<file path="src/rtl/clk_div_pkg.sv">
// Shared constants and helpers for the programmable clock divider.
package clk_div_pkg;

  localparam int unsigned MIN_DIV = 2;

  function automatic int unsigned clamp_div(input int unsigned x);
    return (x < MIN_DIV) ? MIN_DIV : x;
  endfunction

  function automatic int unsigned half(input int unsigned d);
    return d >> 1;
  endfunction

endpackage

</file>
<file path="src/rtl/clk_div_chan.sv">
// One divider channel: counter, active/pending divisor and registered clk_out/tick.
// Outputs are registered from next state. A load is refused while a divisor is still pending.
module clk_div_chan
  import clk_div_pkg::*;
#(
  parameter int             W       = 8,
  parameter logic [W-1:0]   DEF_DIV = W'(2)
) (
  input  logic         clk,
  input  logic         reset,
  input  logic         en,
  input  logic         sync,
  input  logic         ld_valid,
  input  logic [W-1:0] ld_div,
  output logic         pend_busy,
  output logic         clk_out,
  output logic         tick
);

  localparam logic [W-1:0] RST_DIV = W'(clamp_div(32'(DEF_DIV)));

  logic [W-1:0] cnt, act_div, pend_div;
  logic         pend_vld;
  logic [W-1:0] cnt_nx, act_nx, pend_div_nx;
  logic         pend_vld_nx, clk_out_nx, tick_nx;

  always_comb begin
    cnt_nx      = cnt;
    act_nx      = act_div;
    pend_div_nx = pend_div;
    pend_vld_nx = pend_vld;
    if (sync) begin
      cnt_nx = '0;
      if (pend_vld) begin
        act_nx      = pend_div;
        pend_vld_nx = 1'b0;
      end
    end else if (en) begin
      if (cnt == act_div - W'(1)) begin
        cnt_nx = '0;
        if (pend_vld) begin
          act_nx      = pend_div;
          pend_vld_nx = 1'b0;
        end
      end else begin
        cnt_nx = cnt + W'(1);
      end
    end
    // A load in a wrap or sync cycle only becomes pending; it waits for the next boundary.
    if (ld_valid) begin
      pend_div_nx = W'(clamp_div(32'(ld_div)));
      pend_vld_nx = 1'b1;
    end
    clk_out_nx = (cnt_nx >= W'(half(32'(act_nx))));
    tick_nx    = en && !sync && (cnt_nx == act_nx - W'(1));
  end

  always_ff @(posedge clk) begin
    if (reset) begin
      cnt      <= '0;
      act_div  <= RST_DIV;
      pend_div <= RST_DIV;
      pend_vld <= 1'b0;
      clk_out  <= 1'b0;
      tick     <= 1'b0;
    end else begin
      cnt      <= cnt_nx;
      act_div  <= act_nx;
      pend_div <= pend_div_nx;
      pend_vld <= pend_vld_nx;
      clk_out  <= clk_out_nx;
      tick     <= tick_nx;
    end
  end

  assign pend_busy = pend_vld;

endmodule

</file>
<file path="src/rtl/clk_div_prog.sv">
// Multi-channel programmable clock divider: config decode plus one channel per output.
// Config latency <= remaining period + 1; cfg_ready drops while the addressed channel has a pending divisor.
module clk_div_prog
  import clk_div_pkg::*;
#(
  parameter int                 NCH      = 3,
  parameter int                 W        = 8,
  parameter logic [NCH*W-1:0]   DEF_DIVS = {8'd8, 8'd4, 8'd2},
  localparam int                CW       = (NCH > 1) ? $clog2(NCH) : 1
) (
  input  logic           clk,
  input  logic           reset,
  input  logic           en,
  input  logic           sync,
  input  logic           cfg_valid,
  output logic           cfg_ready,
  input  logic [CW-1:0]  cfg_ch,
  input  logic [W-1:0]   cfg_div,
  output logic [NCH-1:0] clk_out,
  output logic [NCH-1:0] tick
);

  logic [NCH-1:0] busy;
  logic [NCH-1:0] ld;

  // Out-of-range channels fall through with ready=1 and no load, i.e. accepted and dropped.
  always_comb begin
    cfg_ready = 1'b1;
    for (int i = 0; i < NCH; i++)
      if (cfg_ch == CW'(i)) cfg_ready = !busy[i];
  end

  always_comb begin
    ld = '0;
    for (int i = 0; i < NCH; i++)
      ld[i] = cfg_valid && cfg_ready && (cfg_ch == CW'(i));
  end

  for (genvar g = 0; g < NCH; g++) begin : g_chan
    clk_div_chan #(
      .W       (W),
      .DEF_DIV (DEF_DIVS[g*W +: W])
    ) u_chan (
      .clk       (clk),
      .reset     (reset),
      .en        (en),
      .sync      (sync),
      .ld_valid  (ld[g]),
      .ld_div    (cfg_div),
      .pend_busy (busy[g]),
      .clk_out   (clk_out[g]),
      .tick      (tick[g])
    );
  end

endmodule
</file>
<file path="config.mk">
export PLATFORM = sky130hd
export DESIGN_NAME = clk_div_prog
export DESIGN_NICKNAME = d
export VERILOG_FILES = /design/src/rtl/clk_div_pkg.sv /design/src/rtl/clk_div_chan.sv /design/src/rtl/clk_div_prog.sv
export SDC_FILE = /design/constraint.sdc
export NUM_CORES = 1
export LEC_CHECK = 0
export CORE_AREA = 2 2 105 107
export DETAILED_ROUTE_END_ITERATION = 6
export DIE_AREA = 0 0 107 109
export PLACE_DENSITY = 0.75
export SYNTH_ARGS = -nofsm -noshare
export SYNTH_HDL_FRONTEND = slang
export SYNTH_SLANG_ARGS = --single-unit
</file>
<file path="constraint.sdc">
create_clock -name clk -period 3.6 [get_ports clk]
set_input_delay 0.72 -clock clk [delete_from_list [all_inputs] [get_ports clk]]
set_output_delay 0.72 -clock clk [all_outputs]
set_load 0.01 [all_outputs]
</file>
==> flow_summary.toml <==
[status]
outcome = "completed"

[floorplanning]
pin_count = 22
core_region_area_um2 = 10600
vert_die_dim_um = 109
core.rowCount = 38
die-area_um2 = 11660
initial_utilization = 0.5393
die_extent_in_x_um = 107

[detailed_routing]
routed_wl_um = 15490
detailroute.wirelength.met3_um = 914
drt-wirelength-per-cell_um = 17.17
wl_met2_um = 7331
via_count = 5357
drc = 0
drtIter0Drc = 445
highest_layer = "met4"
antenna_left = 0
wl_met1_um = 6914
drt_first_pass_iters = 5
vias_per_cell = 5.939

[yosys]
yosys_most_used_dff = "dfxtp_1"
yosysUniqueCellTypes = 70
syn-num-nets = 754
flip_flop_and_latch_count_after_synthesis = 81
syn-instance-count = 709
cell_type_with_the_highest_aggregate_area_in_the_netlist = "dfxtp_1"
post_synthesis_mean_instance_area_um2 = 8.065
netlist.area_leader.share = 0.2836
synth_warn = 0
number_of_synthesized_flops_with_an_enable_pin = 0
async_reset_ff_frac = 0
synth_top_cells_by_area = "dfxtp_1, mux2i_1, nor2_1"
syn-cell-area_um2 = 5718
synth_sequential_area_ratio = 0.2836

[cts]
clock_sinks = 81
clk_latency_ns = 0.35
cell_chosen_for_the_clock_root = "clkbuf_8"
ctsHtreeMaxLevel = 3
longest_clk_path_bufs = 2
path_clk_slew_ns = 0.08
tritoncts_clock_tree = "built"
cts-buffers-inserted = 9

[sta]
slew_violations = 0
tightest_slew_ns = 0.8136
fin_crit_sh = 0.9688
finalHoldWorstSlack_ns = 0.5092
grt_setup_unrepaired = "true"
period_minus_slack_ns = 3.488
maximum_clock_skew_at_final_layout_ns = 0.007479
hold_viol = 0
max_clock_freq_ghz = 0.2867
final.setup.worst_slack_ns = 0.1123
final_setup_violating_endpoints = 0
max_slew_margin = 0.4576
tns_setup_ns = 0

[global_route]
number_of_antenna_violations_at_the_first_check_in_global_routing = 0
grt_overflow = 0
global_route_total_usage_across_every_layer = 0.2689
grt_pass1_vias = 5205
pin_count_of_the_biggest_net_entering_global_routing = 79
grt_first_pass_wirelength_um = 25150

[critical_path]
crit_path_end_kind = "flip-flop"
rrSetupSlack_ns = 0.11
worstReg2RegEnd = "g_chan[0].u_chan.clk_out"
regToRegStartpoint = "g_chan[0].u_chan.act_div[3]"
startpoint_type = "flip-flop"
critical_path_required_ns = 3.81
critPathArrivalTime_ns = 3.70
path_max_fanout = 3
critical_path_class = "reg -> reg"
reg2reg_depth = 19
cp-startpoint = "g_chan[0].u_chan.act_div[3]"

[cells_and_area]
synthToLayoutAreaGrowth_pct = 19.65
fraction_of_layout_instances_using_a_drive_strength_above_1 = 0.1929
fillers = 878
utilization = 0.6453
layout_common_cells = "nor2_1, dfxtp_1, buf_4"
layout.cells.most_common = "nor2_1"
num_antenna_cells = 0
design.final.nets = 803

[placed_design]
gp_congestion = 0.9420
portBuffers = 21
dpl.hpwl_um = 11410
placement.setup.worst_slack_ns = -0.1531

[worst_hold_path]
holdPathStages = 2
worstHoldPathType = "reg -> reg"
min_from = "g_chan[0].u_chan.pend_div[7]"
worstHoldEndpoint = "g_chan[0].u_chan.pend_div[7]"

[power]
power-per-cell-area_nw_per_um2 = 271.1
cellLeakagePower_nw = 2.707
irDropWorstVdd_mv = 0.2444

[run]
drv_cap = 0
## how the worst max path moves through the flow
stage               slack (ns)                  endpoint  depth (start not counted)
CTS                      -0.02     g_chan[0].u_chan.tick                         14
finish                    0.11  g_chan[0].u_chan.clk_out                         19
global route              -0.1  g_chan[0].u_chan.clk_out                         21
floorplan                -0.05  g_chan[0].u_chan.clk_out                         21
detailed placement       -0.15     g_chan[1].u_chan.tick                         13
global placement         -0.13     g_chan[1].u_chan.tick                         13
## Yosys cell counts (3+ instances only)
cell type and n:
nor2_1 105, dfxtp_1 81, mux2i_1 55, nand2_1 43, xnor2_1 41, nor3_1 34
a21oi_1 31, clkbuf_1 31, ha_1 30, xor2_1 29, inv_1 18, o21ai_0 16
or3_1 14, nand2b_1 13, nand4_1 13, nor2b_1 13, nand3_1 12, a211oi_1 7
a31oi_1 7, o211ai_1 7, a21o_1 6, buf_2 6, buf_4 6, nand3b_1 6
nor4_1 6, or2_2 6, a211o_1 4, nand4b_1 4, o21ai_1 4, a21boi_0 3
and3_1 3, buf_1 3, nand2_2 3, o21a_1 3, o311ai_0 3
## area by class of cell
type | instances | area (um2) | share of cell area
multi-input combinational | 563 | 4078 | 0.5960
sequential | 81 | 1633 | 0.2387
timing repair buffer | 85 | 693.2 | 0.1013
tap | 140 | 175.2 | 0.02560
clock buffer | 12 | 155.1 | 0.02268
inverter | 18 | 67.56 | 0.009876
clock inverter | 3 | 40.04 | 0.005852
## what timing repair did
item                                    4_1_cts  5_1_grt
gates resized for setup                      10       44
hold buffers                                  0        0
pin swaps                                     8       17
endpoints found under the setup margin        3        6
buffers inserted                              1        5
## logic make-up (layout without fill, tap and decap cells)
kind of cell	count (synthesis)	count (layout)	synth area share
simple gates	290	290	0.2525
compound gates	117	117	0.1435
flops	81	81	0.2836
xor+xnor	70	70	0.1072
buf+inv	65	118	0.04923
mux	56	56	0.09825
fa+ha+maj	30	30	0.06565
## metrics by stage
step / instances / area [um2] / power (mW)
global route: 902 / 6842 / 1.922
finish: 902 / 6842 / 1.855
detailed placement: 882 / 6380 / 1.176
global placement: 882 / 6380 / 1.169
CTS: 897 / 6619 / 1.844
floorplan: 709 / 5796 / 1.099
## state kept, by name, summed over array words and instances, names as in the netlist
| signal | flops |
|---|---|
| g_chan.u_chan.act_div | 24 |
| g_chan.u_chan.cnt | 24 |
| g_chan.u_chan.pend_div | 24 |
| g_chan.u_chan.clk_out | 3 |
| g_chan.u_chan.pend_busy | 3 |
| g_chan.u_chan.tick | 3 |
## critical path, stage by stage (launching register included)
cell	delay (ns)
dfxtp_2	0.33
or3_4	0.42
nor4_4	0.21
xnor2_2	0.19
o2111ai_4	0.19
o31ai_4	0.28
and2_4	0.20
nor2_4	0.04
a21oi_4	0.13
inv_1	0.06
ha_1	0.26
nand2b_1	0.14
a21o_1	0.17
a21o_1	0.17
a21oi_2	0.11
nor2b_1	0.05
o21ai_1	0.12
nand2b_1	0.08
a21oi_2	0.13
a21oi_2	0.06
## report_power, final
| group | internal, mW | leakage [nW] | total [mW] | switching [mW] |
|---|---|---|---|---|
| clock network | 0.353 | 0.102 | 0.678 | 0.325 |
| logic | 0.109 | 1.95 | 0.242 | 0.133 |
| registers | 0.911 | 0.658 | 0.934 | 0.0230 |
## per-layer routing
layer | global-route usage | vias to the layer above
li1 | - | 2593
met1 | 0.3639 | 2536
met2 | 0.4454 | 198
met3 | 0.03168 | 30
met4 | 0.09369 | 0
met5 | 0 | -
No activity file was read; power rests on OpenSTA's default activity.
